### src/rtl/ldpc_mem_arbiter_if.sv
// Bundle of the two requester Avalon-MM ports and the single-port RAM port.
// The slave modport is the arbiter's view, and the master modport is the requesters' and RAM's view.
// Pure signal container; no logic and no latency of its own.
interface ldpc_mem_arbiter_if #(
  parameter int ADDR_W = 13,
  parameter int DATA_W = 32
);
  localparam int BE_W = DATA_W / 8;

  // requester 0 (decoder datapath)
  logic [ADDR_W-1:0] m0_address;
  logic [BE_W-1:0]   m0_byteenable;
  logic              m0_read;
  logic              m0_write;
  logic [DATA_W-1:0] m0_writedata;
  logic              m0_waitrequest;
  logic [DATA_W-1:0] m0_readdata;
  logic              m0_readdatavalid;

  // requester 1 (host side)
  logic [ADDR_W-1:0] m1_address;
  logic [BE_W-1:0]   m1_byteenable;
  logic              m1_read;
  logic              m1_write;
  logic [DATA_W-1:0] m1_writedata;
  logic              m1_waitrequest;
  logic [DATA_W-1:0] m1_readdata;
  logic              m1_readdatavalid;

  // shared RAM
  logic [ADDR_W-1:0] mem_address;
  logic [BE_W-1:0]   mem_byteenable;
  logic              mem_chipselect;
  logic              mem_write;
  logic [DATA_W-1:0] mem_writedata;
  logic              mem_clken;
  logic [DATA_W-1:0] mem_readdata;

  modport slave (
    input  m0_address, m0_byteenable, m0_read, m0_write, m0_writedata,
    output m0_waitrequest, m0_readdata, m0_readdatavalid,
    input  m1_address, m1_byteenable, m1_read, m1_write, m1_writedata,
    output m1_waitrequest, m1_readdata, m1_readdatavalid,
    output mem_address, mem_byteenable, mem_chipselect, mem_write,
    output mem_writedata, mem_clken,
    input  mem_readdata
  );

  modport master (
    output m0_address, m0_byteenable, m0_read, m0_write, m0_writedata,
    input  m0_waitrequest, m0_readdata, m0_readdatavalid,
    output m1_address, m1_byteenable, m1_read, m1_write, m1_writedata,
    input  m1_waitrequest, m1_readdata, m1_readdatavalid,
    input  mem_address, mem_byteenable, mem_chipselect, mem_write,
    input  mem_writedata, mem_clken,
    output mem_readdata
  );
endinterface

### src/rtl/ldpc_mem_arbiter.sv
// Purpose: round-robin arbiter with a burst-hold limit that lets two Avalon-MM masters share one single-port RAM.
// Latency: grant is combinational and the write commits at the accepting edge; read data returns one cycle after acceptance.
// Backpressure: a requesting master without the grant sees waitrequest high. With LDPC_MEM_ARB_STATS_EN defined, the block adds grant and conflict counters.
module ldpc_mem_arbiter #(
  parameter int ADDR_W    = 13,
  parameter int DATA_W    = 32,
  parameter int MAX_BURST = 8
) (
  input logic                  clk,
  input logic                  reset,
  ldpc_mem_arbiter_if.slave    bus
`ifdef LDPC_MEM_ARB_STATS_EN
  ,
  input  logic                 stat_clear,
  output logic [31:0]          stat_m0_grants,
  output logic [31:0]          stat_m1_grants,
  output logic [31:0]          stat_conflicts
`endif
);

  localparam int         BE_W        = DATA_W / 8;
  localparam logic [7:0] MAX_BURST_8 = 8'(MAX_BURST);

  typedef enum logic {OWN0, OWN1} owner_t;

  owner_t     owner;
  logic [7:0] run;
  logic       rd_pend;
  logic       rd_id;

  logic req0, req1;
  logic grant0, grant1;
  logic rd_accept;

  assign req0 = bus.m0_read | bus.m0_write;
  assign req1 = bus.m1_read | bus.m1_write;

  // Grant selection: a lone requester always wins; under contention the owner keeps the RAM until its run reaches MAX_BURST.
  always_comb begin
    grant0 = 1'b0;
    grant1 = 1'b0;
    if (req0 && req1) begin
      if (run < MAX_BURST_8) begin
        grant0 = (owner == OWN0);
        grant1 = (owner == OWN1);
      end else begin
        grant0 = (owner == OWN1);
        grant1 = (owner == OWN0);
      end
    end else begin
      grant0 = req0;
      grant1 = req1;
    end
  end

  assign bus.m0_waitrequest = req0 & ~grant0;
  assign bus.m1_waitrequest = req1 & ~grant1;

  // A read that also has write asserted is treated as a write only, so it is never queued for return.
  assign rd_accept = (grant0 & bus.m0_read & ~bus.m0_write) |
                     (grant1 & bus.m1_read & ~bus.m1_write);

  // RAM port is driven from the granted master. It idles at zero so that unused cycles are quiet.
  always_comb begin
    bus.mem_address    = '0;
    bus.mem_byteenable = '0;
    bus.mem_writedata  = '0;
    bus.mem_write      = 1'b0;
    if (grant1) begin
      bus.mem_address    = bus.m1_address;
      bus.mem_byteenable = bus.m1_byteenable;
      bus.mem_writedata  = bus.m1_writedata;
      bus.mem_write      = bus.m1_write;
    end else if (grant0) begin
      bus.mem_address    = bus.m0_address;
      bus.mem_byteenable = bus.m0_byteenable;
      bus.mem_writedata  = bus.m0_writedata;
      bus.mem_write      = bus.m0_write;
    end
  end

  assign bus.mem_chipselect = grant0 | grant1;
  assign bus.mem_clken      = 1'b1;

  // Owner/run bookkeeping and the one-deep read-return pipeline.
  always_ff @(posedge clk or posedge reset) begin
    if (reset) begin
      owner   <= OWN0;
      run     <= '0;
      rd_pend <= 1'b0;
      rd_id   <= 1'b0;
    end else begin
      rd_pend <= rd_accept;
      rd_id   <= grant1;
      if (grant0 || grant1) begin
        if (grant0 == (owner == OWN0)) begin
          if (run != 8'hFF) run <= run + 8'd1;
        end else begin
          owner <= grant0 ? OWN0 : OWN1;
          run   <= 8'd1;
        end
      end else begin
        run <= '0;
      end
    end
  end

  assign bus.m0_readdatavalid = rd_pend & ~rd_id;
  assign bus.m1_readdatavalid = rd_pend &  rd_id;
  assign bus.m0_readdata      = bus.m0_readdatavalid ? bus.mem_readdata : '0;
  assign bus.m1_readdata      = bus.m1_readdatavalid ? bus.mem_readdata : '0;

`ifdef LDPC_MEM_ARB_STATS_EN
  // Per-master accepted-access counters and a contention-cycle counter. A clear overrides counting in the same cycle.
  always_ff @(posedge clk or posedge reset) begin
    if (reset) begin
      stat_m0_grants <= '0;
      stat_m1_grants <= '0;
      stat_conflicts <= '0;
    end else if (stat_clear) begin
      stat_m0_grants <= '0;
      stat_m1_grants <= '0;
      stat_conflicts <= '0;
    end else begin
      if (grant0)        stat_m0_grants <= stat_m0_grants + 32'd1;
      if (grant1)        stat_m1_grants <= stat_m1_grants + 32'd1;
      if (req0 && req1)  stat_conflicts <= stat_conflicts + 32'd1;
    end
  end
`endif

endmodule

### src/flat_wrapper.sv
// flat-port wrapper written by rule: the top's interface ports become plain ports
module ldpc_mem_arbiter_flat 
#(
  parameter int ADDR_W    = 13,
  parameter int DATA_W    = 32,
  parameter int MAX_BURST = 8
)
  (clk, reset, bus_m0_address, bus_m0_byteenable, bus_m0_read, bus_m0_write, bus_m0_writedata, bus_m0_waitrequest, bus_m0_readdata, bus_m0_readdatavalid, bus_m1_address, bus_m1_byteenable, bus_m1_read, bus_m1_write, bus_m1_writedata, bus_m1_waitrequest, bus_m1_readdata, bus_m1_readdatavalid, bus_mem_address, bus_mem_byteenable, bus_mem_chipselect, bus_mem_write, bus_mem_writedata, bus_mem_clken, bus_mem_readdata);
  ldpc_mem_arbiter_if #(.ADDR_W(ADDR_W), .DATA_W(DATA_W)) bus_i ();
  input logic clk;
  input logic reset;
  input wire logic [$bits(bus_i.m0_address)-1:0] bus_m0_address;
  input wire logic [$bits(bus_i.m0_byteenable)-1:0] bus_m0_byteenable;
  input wire logic [$bits(bus_i.m0_read)-1:0] bus_m0_read;
  input wire logic [$bits(bus_i.m0_write)-1:0] bus_m0_write;
  input wire logic [$bits(bus_i.m0_writedata)-1:0] bus_m0_writedata;
  output wire logic [$bits(bus_i.m0_waitrequest)-1:0] bus_m0_waitrequest;
  output wire logic [$bits(bus_i.m0_readdata)-1:0] bus_m0_readdata;
  output wire logic [$bits(bus_i.m0_readdatavalid)-1:0] bus_m0_readdatavalid;
  input wire logic [$bits(bus_i.m1_address)-1:0] bus_m1_address;
  input wire logic [$bits(bus_i.m1_byteenable)-1:0] bus_m1_byteenable;
  input wire logic [$bits(bus_i.m1_read)-1:0] bus_m1_read;
  input wire logic [$bits(bus_i.m1_write)-1:0] bus_m1_write;
  input wire logic [$bits(bus_i.m1_writedata)-1:0] bus_m1_writedata;
  output wire logic [$bits(bus_i.m1_waitrequest)-1:0] bus_m1_waitrequest;
  output wire logic [$bits(bus_i.m1_readdata)-1:0] bus_m1_readdata;
  output wire logic [$bits(bus_i.m1_readdatavalid)-1:0] bus_m1_readdatavalid;
  output wire logic [$bits(bus_i.mem_address)-1:0] bus_mem_address;
  output wire logic [$bits(bus_i.mem_byteenable)-1:0] bus_mem_byteenable;
  output wire logic [$bits(bus_i.mem_chipselect)-1:0] bus_mem_chipselect;
  output wire logic [$bits(bus_i.mem_write)-1:0] bus_mem_write;
  output wire logic [$bits(bus_i.mem_writedata)-1:0] bus_mem_writedata;
  output wire logic [$bits(bus_i.mem_clken)-1:0] bus_mem_clken;
  input wire logic [$bits(bus_i.mem_readdata)-1:0] bus_mem_readdata;
  assign bus_i.m0_address = bus_m0_address;
  assign bus_i.m0_byteenable = bus_m0_byteenable;
  assign bus_i.m0_read = bus_m0_read;
  assign bus_i.m0_write = bus_m0_write;
  assign bus_i.m0_writedata = bus_m0_writedata;
  assign bus_m0_waitrequest = bus_i.m0_waitrequest;
  assign bus_m0_readdata = bus_i.m0_readdata;
  assign bus_m0_readdatavalid = bus_i.m0_readdatavalid;
  assign bus_i.m1_address = bus_m1_address;
  assign bus_i.m1_byteenable = bus_m1_byteenable;
  assign bus_i.m1_read = bus_m1_read;
  assign bus_i.m1_write = bus_m1_write;
  assign bus_i.m1_writedata = bus_m1_writedata;
  assign bus_m1_waitrequest = bus_i.m1_waitrequest;
  assign bus_m1_readdata = bus_i.m1_readdata;
  assign bus_m1_readdatavalid = bus_i.m1_readdatavalid;
  assign bus_mem_address = bus_i.mem_address;
  assign bus_mem_byteenable = bus_i.mem_byteenable;
  assign bus_mem_chipselect = bus_i.mem_chipselect;
  assign bus_mem_write = bus_i.mem_write;
  assign bus_mem_writedata = bus_i.mem_writedata;
  assign bus_mem_clken = bus_i.mem_clken;
  assign bus_i.mem_readdata = bus_mem_readdata;
  ldpc_mem_arbiter #(.ADDR_W(ADDR_W), .DATA_W(DATA_W), .MAX_BURST(MAX_BURST)) u_core (.clk(clk), .reset(reset), .bus(bus_i));
endmodule
### config.mk
export PLATFORM = sky130hd
export DESIGN_NAME = ldpc_mem_arbiter_flat
export DESIGN_NICKNAME = d
export VERILOG_FILES = /design/src/rtl/ldpc_mem_arbiter_if.sv /design/src/rtl/ldpc_mem_arbiter.sv /design/src/flat_wrapper.sv
export SDC_FILE = /design/constraint.sdc
export NUM_CORES = 1
export LEC_CHECK = 0
export BUFFER_PORTS_ARGS = -buffer_cell sky130_fd_sc_hd__buf_4
export CAP_MARGIN = 20
export CORE_AREA = 2 2 100 102
export DETAILED_ROUTE_END_ITERATION = 7
export DIE_AREA = 0 0 102 104
export PLACE_DENSITY = 0.57
export SLEW_MARGIN = 10
export SYNTH_ARGS = -nofsm -noshare
export SYNTH_HDL_FRONTEND = slang
export SYNTH_SLANG_ARGS = --single-unit
### constraint.sdc
create_clock -name clk -period 3.35 [get_ports clk]
set_input_delay 0.335 -clock clk [delete_from_list [all_inputs] [get_ports clk]]
set_output_delay 0.335 -clock clk [all_outputs]
set_load 0.1 [all_outputs]
==> flow_metrics.env, run 1 <==
export IMPL_cts_hold_repair_buffers=0
export IMPL_die_height_um=104
export IMPL_synth_cells=219
export IMPL_reg2reg_setup_slack_ps=1160
export IMPL_grt_usage_pct=15.6
export IMPL_cell_internal_pwr_uw=1020
export IMPL_p_sw_uw=2830
export IMPL_rr_worst_depth=5
export IMPL_rsz0062_at_grt="false"
export IMPL_post_synth_main_area_contributors="a22o_1 (26%), dfrtp_1 (17%), and3_1 (13%)"
export IMPL_final_min_period_over_clock_period_pct=92.8
export IMPL_setup_violations_final=0
export IMPL_placement_io_buffers=254
export IMPL_clock_tree_htree_level_count=1
export IMPL_ys_types=39
export IMPL_worst_ep_required_time_ps=3010
export IMPL_grt_max_degree=50
export IMPL_gp_congestion=0.867
export IMPL_criticalPathCategory="reg -> out"
export IMPL_number_of_warnings_reported_in_the_yosys_synthesis_log=0
export IMPL_yosys_area_top_type_share_pct=26.0
export IMPL_tritoncts_clock_tree="yes"
export IMPL_worst_endpoint_arrival_ps=2770
export IMPL_result_of_the_run="completed"
export IMPL_clock_sink_count=11
export IMPL_post_cts_setup_buffer_count=0
export IMPL_cts_root_to_sink_buffers=2
export IMPL_netlist_area_um2=1650
export IMPL_setup_worst_path_end_class="output port"
export IMPL_stdcell_count=593
export IMPL_detail_route_antenna_nets=0
export IMPL_cts_resized=0
export IMPL_die_area_um2=10600
export IMPL_yosys_most_used_dff="dfrtp_1"
export IMPL_total_placed_cells_including_tap_cells=589
export IMPL_drt_initial_drc_count=111
export IMPL_power_density_nw_per_um2=1020
export IMPL_cts_root_buf="clkbuf_8"
export IMPL_dieWidth_um=102
export IMPL_synth_seq_cells=11
export IMPL_ioPinCount=256
export IMPL_grt_pass1_wl_mm=13.4
export IMPL_post_synth_edffs=0
export IMPL_antenna_violations_before_repair=0
export IMPL_timing_hold_violations_final=0
export IMPL_place_detailed_hpwl_mm=7.51
export IMPL_slew_viol_final=0
export IMPL_syn_area_per_cell_um2=7.55
export IMPL_sequential_to_total_area_share_from_yosys_stat_pct=16.7
export IMPL_worst_slew_pin_transition_ps=680
export IMPL_gr_total_overflow=0
export IMPL_swShare_pct=73.5
export IMPL_start_util_pct=17.3
export IMPL_worst_slew_margin_rel_pct=54.7
export IMPL_layout_common_cells="buf_4 (259), a22o_1 (49), and3_1 (35)"
export IMPL_dr_total_vias=2654
export IMPL_detail_route_vias_per_cell=4.48
export IMPL_worstSetupStartpointType="register"
export IMPL_fin_total_pwr_uw=3840
export IMPL_insertion_delay_ps=240
export IMPL_path_max_fanout=38
export IMPL_wl_per_cell_um=15.3
export IMPL_mostFrequentLayoutCell="buf_4"
export IMPL_drc_errors=0
export IMPL_drv_cap=0
export IMPL_layout_core_utilization_pct=39.3
export IMPL_p_leak_uw=0.00209
export IMPL_irDropWorstVdd_mv=0.590
export IMPL_clock_skew_final_ps=1.67
export IMPL_worst_r2r_endpoint="u_core.owner$_DFFE_PP0P_"
export IMPL_timing_fmax_mhz=322
export IMPL_detail_route_wirelength_mm=9.08
export IMPL_pwr_share_comb_pct=91.2
export IMPL_power_clock_fraction_pct=3.6
export IMPL_layout_drive_gt1_share_pct=59.8
export IMPL_num_cts_buffers=3
export IMPL_worst_reg2reg_path_startpoint="u_core.owner$_DFFE_PP0P_"
export IMPL_core_outline_area_um2=9550
export IMPL_seq_power_share_pct=5.2
export IMPL_synth_async_reset_ratio_pct=100
export IMPL_area_growth_synth_to_final_pct=127
export IMPL_post_route_min_period_ps=3110
export IMPL_final_net_count=598
export IMPL_clk_pin_slew_worst_paths_ps=60
export IMPL_rows=36
export IMPL_netlist_top_cell_by_area="a22o_1"
export IMPL_firstDrtPassIters=4
export IMPL_synth_nets=356
export IMPL_worst_hold_slack_ps=93.7
export IMPL_grt_pass1_vias=2564
export IMPL_timing_setup_tns_ps=0
export IMPL_num_antenna_cells=0
export IMPL_holdCritPathClass="in -> async"
power by group through the flow:
stage	sequential (uW)	clock, uW	combinational, uW
3_5_place_dp	203	0	3520
2_1_floorplan	190	0	2790
3_3_place_gp	201	0	3520
5_1_grt	207	151	3620
4_1_cts	200	141	3520
6_report	201	138	3500
final cells by class:
type / instances / area (um^2)
Tap cell: 133 / 166
Sequential cell: 11 / 275
Timing Repair Buffer: 260 / 1960
Fill cell: 995 / 5800
Clock inverter: 1 / 5.00
Multi-Input combinational cell: 183 / 1290
Clock buffer: 3 / 41.3
Inverter: 2 / 7.51
Yosys cell counts (all sizes together), types with 2 or more instances:
cell type and number:
a21oi 7, a22o 49, a31oi 3, and2 33
and3 35, buf 6, clkbuf 17, dfrtp 11
inv 2, nand2 8, nand3 3, nor2 10
nor2b 2, nor3 5, o21ai 3, or2 4
or4 2, xnor2 4
state kept, by name, summed over array words and instances (netlist names):
register        flops
u_core.run          8
u_core.rd_pend      1
u_core.rd_id        1
u_core.owner        1
per-layer routing:
| metal | GRT usage, % | part of all wire, % | vias up |
|---|---|---|---|
| met2 | 29.4 | 51 | 147 |
| met1 | 17.5 | 37 | 1200 |
| met4 | 1.90 | 0.85 | 0 |
| met5 | 0 | 0 | - |
| met3 | 4.37 | 11 | 6 |
| li1 | - | - | 1301 |
stage by stage:
step | worst slack [ps] | instance area (um^2)
after CTS | 224 | 3750
after floorplan | 397 | 1660
after global placement | 443 | 3710
after global routing | 40.2 | 3750
after detailed placement | 371 | 3710
final | 243 | 3750
how the worst max path moves through the flow:
stage,from,endpoint,slack [ps],depth (start not counted)
floorplan,u_core.run[4]$_DFFE_PP0P_,bus_mem_writedata[21],400,6
global placement,bus_m0_write,bus_mem_writedata[22],440,7
detailed placement,bus_m0_write,bus_mem_writedata[7],370,7
CTS,u_core.run[4]$_DFFE_PP0P_,bus_mem_writedata[7],220,6
global route,u_core.run[4]$_DFFE_PP0P_,bus_mem_writedata[7],40,6
finish,u_core.run[4]$_DFFE_PP0P_,bus_mem_writedata[7],240,6
worst max-delay path, cell delays in order (launching register included):
cell      delay, ps
dfrtp_1         460
o221ai_1        250
o211ai_1        170
a311oi_4        600
buf_4           490
a22o_1          240
buf_4           300
logic make-up (layout without fill, tap and decap cells):
| family | Yosys count | in the layout | synth area share, % |
|---|---|---|---|
| other cells | 1 | 1 | 0.227 |
| buf+inv | 25 | 266 | 6.81 |
| xor+xnor | 5 | 5 | 2.65 |
| simple gates | 105 | 105 | 37.2 |
| compound gates | 71 | 71 | 35.7 |
| flops | 11 | 11 | 16.7 |
| fa+ha+maj | 1 | 1 | 0.757 |
Power figures use the tool's default switching activity.
==> inputs of run 2 (changes only) <==
Settings changed: ABC_AREA set to 1, CORE_AREA 2 2 100 102 to 2 2 99 101, DIE_AREA 0 0 102 104 to 0 0 101 103, PLACE_DENSITY 0.57 to 0.59.
==> flow_metrics.env, run 2 <==
export IMPL_number_of_warnings_reported_in_the_yosys_synthesis_log=0
export IMPL_clk_pin_slew_worst_paths_ps=50
export IMPL_finalWorstSetupSlack_ps=527
export IMPL_layout_common_cells="buf_4 (256), nand2_1 (171), nor2_1 (77)"
export IMPL_max_flop_register="u_core.run"
export IMPL_setup_violations_final=0
export IMPL_grt_pass1_vias=2630
export IMPL_placement_io_buffers=254
export IMPL_detail_route_antenna_nets=0
export IMPL_gr_total_overflow=0
export IMPL_grt_pass1_wl_mm=11.8
export IMPL_worstSetupStartpointType="register"
export IMPL_route_layer_met1_wl_mm=3.14
export IMPL_post_dp_cell_area_um2=3670
export IMPL_post_synth_main_area_contributors="nand2_1 (38%), nor2_1 (17%), dfrtp_1 (16%)"
export IMPL_post_route_min_period_ps=2820
export IMPL_worst_slew_pin_transition_ps=988
export IMPL_result_of_the_run="completed"
export IMPL_num_cts_buffers=3
export IMPL_worst_ep_required_time_ps=3010
export IMPL_synth_async_reset_ratio_pct=100
export IMPL_timing_hold_violations_final=0
export IMPL_cp_common_cell="nand2_1"
export IMPL_ioPinCount=256
export IMPL_num_antenna_cells=0
export IMPL_gp_congestion=0.823
export IMPL_clock_skew_final_ps=0.987
export IMPL_final_design_area_no_fill_um2=3710
export IMPL_crit_path_cells="nor2_2, nand3_2, xor2_2, nand3_1, nand2_1, inv_2, buf_4, nand2_1, nand2_1, buf_4"
export IMPL_dr_total_vias=2906
export IMPL_detail_route_wirelength_mm=8.34
export IMPL_dr_wl_met3_um=797
export IMPL_path_max_fanout=38
export IMPL_worstPathBufferInverterCount=3
export IMPL_cts_root_to_sink_buffers=2
export IMPL_yosys_area_top_type_share_pct=37.8
export IMPL_tritoncts_clock_tree="yes"
export IMPL_synth_seq_cells=11
export IMPL_top_layer_used="met4"
export IMPL_criticalPathCategory="reg -> out"
export IMPL_ys_types=23
export IMPL_syn_area_per_cell_um2=4.75
export IMPL_dieWidth_um=101
export IMPL_drt_initial_drc_count=70
export IMPL_holdCritPathClass="in -> async"
export IMPL_clock_tree_htree_level_count=1
export IMPL_final_min_period_over_clock_period_pct=84.3
export IMPL_grt_max_degree=49
export IMPL_antenna_violations_before_repair=0
export IMPL_detail_route_vias_per_cell=4.07
export IMPL_rows=36
export IMPL_grt_usage_pct=13.7
export IMPL_placement_setup_worst_slack_ps=772
export IMPL_setup_worst_path_end_class="output port"
export IMPL_insertion_delay_ps=240
export IMPL_netlist_top_cell_by_area="nand2_1"
export IMPL_place_detailed_hpwl_mm=7.19
export IMPL_flip_flop_count_of_the_largest_register_all_copies_and_words_added=8
export IMPL_worst_slew_margin_rel_pct=34.0
export IMPL_post_synth_edffs=0
export IMPL_timing_fmax_mhz=354
export IMPL_wl_per_cell_um=11.7
export IMPL_cts_hold_repair_buffers=0
export IMPL_area_growth_synth_to_final_pct=119
export IMPL_drc_errors=0
export IMPL_die_height_um=103
export IMPL_timing_critical_path_slowest_stage_cell="inv_2"
export IMPL_cts_resized=0
export IMPL_synth_cells=357
export IMPL_slew_viol_final=0
export IMPL_core_outline_area_um2=9460
export IMPL_worst_path_largest_cell_delay_ps=440
export IMPL_synth_cells_most_frequent="nand2_1 (171), nor2_1 (77), inv_1 (48), dfrtp_1 (11), nand3_1 (10)"
export IMPL_worst_hold_slack_ps=87.7
export IMPL_netlist_area_um2=1700
export IMPL_cts_root_buf="clkbuf_8"
export IMPL_worst_endpoint_arrival_ps=2490
export IMPL_mostFrequentLayoutCell="buf_4"
export IMPL_sequential_to_total_area_share_from_yosys_stat_pct=16.2
export IMPL_rsz0062_at_grt="false"
export IMPL_layout_drive_gt1_share_pct=44.2
export IMPL_final_net_count=738
export IMPL_met2RoutedLength_mm=4.28
export IMPL_yosys_most_used_dff="dfrtp_1"
export IMPL_firstDrtPassIters=4
export IMPL_synth_nets=494
export IMPL_post_cts_setup_buffer_count=0
export IMPL_die_area_um2=10400
export IMPL_drv_cap=0
export IMPL_clock_sink_count=11
export IMPL_start_util_pct=17.9
export IMPL_crit_family="buffers and inverters"
export IMPL_fillers=984
export IMPL_yosys_cell_count_top_type="nand2_1"
run 2: cell families after synthesis:
group	Yosys count	share of synthesized area [%]
flip-flops	11	16.2
XOR/XNOR	5	3.02
AND/OR/NAND/NOR	265	60.6
buffers and inverters	67	16.5
adder cells (fa/ha/maj)	1	0.737
AO/OA/AOI/OAI	7	2.65
other	1	0.221
run 2: final cells by class:
cell class,instances,area [um^2],area share [%]
inverter,50,188,5.05
tap,114,143,3.84
clock buffer,4,45.0,1.21
timing repair buffer,256,1920,51.8
sequential,11,275,7.41
multi-input combinational,279,1140,30.7
run 2: layer usage:
metal / GRT usage (%) / vias to the layer above
li1: - / 1517
met1: 15.1 / 1217
met2: 26.8 / 162
met3: 3.19 / 10
met4: 2.81 / 0
met5: 0 / -
run 2: worst paths after layout:
check	from	end	slack, ps	cells after the start
worst min-delay path	reset	u_core.run[0]$_DFFE_PP0P_	90	2
min in group clk	bus_m0_read	u_core.rd_pend$_DFF_PP0_	380	3
worst min register to register	u_core.run[1]$_DFFE_PP0P_	u_core.run[1]$_DFFE_PP0P_	590	2
worst max register to register	u_core.run[4]$_DFFE_PP0P_	u_core.run[0]$_DFFE_PP0P_	1550	6
max in group asynchronous	reset	u_core.rd_id$_DFF_PP0_	2970	2
worst max-delay path	u_core.run[4]$_DFFE_PP0P_	bus_mem_writedata[16]	530	10
run 2: metrics by stage:
stage	utilization (%)	setup TNS, ps	instances
final	39.3	0	714
after global routing	39.3	0	714
after CTS	39.3	0	714
after detailed placement	38.8	0	710
after global placement	38.8	0	710
after floorplan	-	-14180	357
Power of run 2 is not shown: default switching activity piles up to over one toggle a cycle in this logic, so the estimate is an artifact.
==> inputs of run 3 (changes only) <==
Clock period 3.35 ns to 2.9 ns, I/O delays scaled along.
==> flow_metrics.env, run 3 (synthesized netlist as in run 2, its figures left out) <==
export IMPL_result_of_the_run="completed"
export IMPL_rsz0062_at_grt="false"
export IMPL_firstDrtPassIters=4
export IMPL_rows=36
export IMPL_crit_path_end="bus_mem_byteenable[1]"
export IMPL_clock_tree_htree_level_count=1
export IMPL_layout_drive_gt1_share_pct=49.8
export IMPL_detail_route_vias_per_cell=4.09
export IMPL_holdCritPathClass="in -> async"
export IMPL_place_detailed_hpwl_mm=7.11
export IMPL_wl_per_cell_um=11.6
export IMPL_reg2reg_setup_slack_ps=1080
export IMPL_start_util_pct=17.9
export IMPL_final_net_count=740
export IMPL_cts_root_to_sink_buffers=2
export IMPL_clock_sink_count=11
export IMPL_max_flop_register="u_core.run"
export IMPL_worst_slew_margin_rel_pct=45.5
export IMPL_die_area_um2=10400
export IMPL_layout_common_cells="buf_4 (257), nand2_1 (171), inv_1 (48)"
export IMPL_cts_resized=0
export IMPL_rr_worst_depth=6
export IMPL_gp_congestion=0.818
export IMPL_placement_io_buffers=254
export IMPL_post_cts_setup_buffer_count=0
export IMPL_worst_ep_required_time_ps=2610
export IMPL_critical_path_startpoint="u_core.run[4]$_DFFE_PP0P_"
export IMPL_flip_flop_count_of_the_largest_register_all_copies_and_words_added=8
export IMPL_setup_worst_path_end_class="output port"
export IMPL_worstSetupStartpointType="register"
export IMPL_drt_initial_drc_count=82
export IMPL_area_growth_synth_to_final_pct=125
export IMPL_mostFrequentLayoutCell="buf_4"
export IMPL_gr_total_overflow=0
export IMPL_dr_total_vias=2927
export IMPL_clk_pin_slew_worst_paths_ps=50
export IMPL_grt_pass1_wl_mm=11.7
export IMPL_tritoncts_clock_tree="yes"
export IMPL_worst_reg2reg_path_startpoint="u_core.run[4]$_DFFE_PP0P_"
export IMPL_num_cts_buffers=3
export IMPL_core_outline_area_um2=9460
export IMPL_worst_slew_pin_transition_ps=816
export IMPL_timing_fmax_mhz=388
export IMPL_slew_viol_final=0
export IMPL_final_min_period_over_clock_period_pct=88.9
export IMPL_ioPinCount=256
export IMPL_setup_violations_final=0
export IMPL_grt_usage_pct=14.0
export IMPL_grt_max_degree=50
export IMPL_fillers=999
export IMPL_cts_root_buf="clkbuf_8"
export IMPL_path_max_fanout=49
export IMPL_die_height_um=103
export IMPL_multi_input_comb_area_um2=1220
export IMPL_criticalPathCategory="reg -> out"
export IMPL_cts_hold_repair_buffers=0
export IMPL_timing_hold_violations_final=0
export IMPL_drc_errors=0
export IMPL_detail_route_wirelength_mm=8.30
export IMPL_antenna_violations_before_repair=0
export IMPL_insertion_delay_ps=240
export IMPL_post_route_min_period_ps=2580
export IMPL_dieWidth_um=101
export IMPL_num_antenna_cells=0
export IMPL_layout_area_seq_um2=275
export IMPL_layout_core_utilization_pct=40.4
export IMPL_grt_pass1_vias=2579
export IMPL_detail_route_antenna_nets=0
export IMPL_worst_r2r_endpoint="u_core.run[0]$_DFFE_PP0P_"
export IMPL_drv_cap=0
export IMPL_clock_skew_final_ps=8.10
export IMPL_worst_endpoint_arrival_ps=2290
[run 3: cell types whose count changed in the layout (fill, tap and decap cells not counted)]
cell | before | now
buf_12 | 0 | 1
buf_4 | 256 | 257
nor2_1 | 77 | 44
nor2_2 | 1 | 34
[run 3: how the worst min path moves through the flow]
stage	start	to	slack [ps]
detailed placement	reset	u_core.rd_pend$_DFF_PP0_	330
CTS	reset	u_core.run[3]$_DFFE_PP0P_	70
global placement	reset	u_core.rd_pend$_DFF_PP0_	330
finish	reset	u_core.run[3]$_DFFE_PP0P_	60
global route	reset	u_core.run[2]$_DFFE_PP0P_	110
floorplan	reset	u_core.owner$_DFFE_PP0P_	140
[run 3: worst max-delay path, cell delays in order, from the launching register on]
cell     delay, ps
dfrtp_1        420
nor2_2         130
nand3_2        120
xor2_2         180
nand3_1        120
nand2_1         90
inv_2           50
buf_4          390
nand2_1        100
nand2_1        110
buf_4          300
[run 3: stage by stage]
| stage | TNS, ps | hold WS, ps | worst slack, ps | instance area (um^2) | std cells |
|---|---|---|---|---|---|
| final | 0 | 55.8 | 323 | 3820 | 716 |
| after global routing | 0 | 108 | 104 | 3820 | 716 |
| after CTS | 0 | 72.3 | 285 | 3820 | 716 |
| after detailed placement | 0 | 328 | 559 | 3780 | 712 |
| after global placement | 0 | 325 | 582 | 3780 | 712 |
| after floorplan | -546 | 142 | -18.2 | 1780 | 357 |
[run 3: layout make-up]
class	instances	share of cell area [%]
timing repair buffer	258	51.0
multi-input combinational	279	32.0
clock buffer	4	1.18
tap	114	3.73
sequential	11	7.20
inverter	50	4.91
[run 3: routing by layer]
| layer | up-vias | GRT usage (%) | share of wire (%) |
|---|---|---|---|
| met2 | 150 | 29.4 | 54 |
| met1 | 1250 | 14.1 | 36 |
| met4 | 0 | 3.12 | 0.78 |
| met5 | - | 0 | 0 |
| met3 | 5 | 2.37 | 8.9 |
| li1 | 1522 | - | - |
Power of run 3 is left out for the same reason.
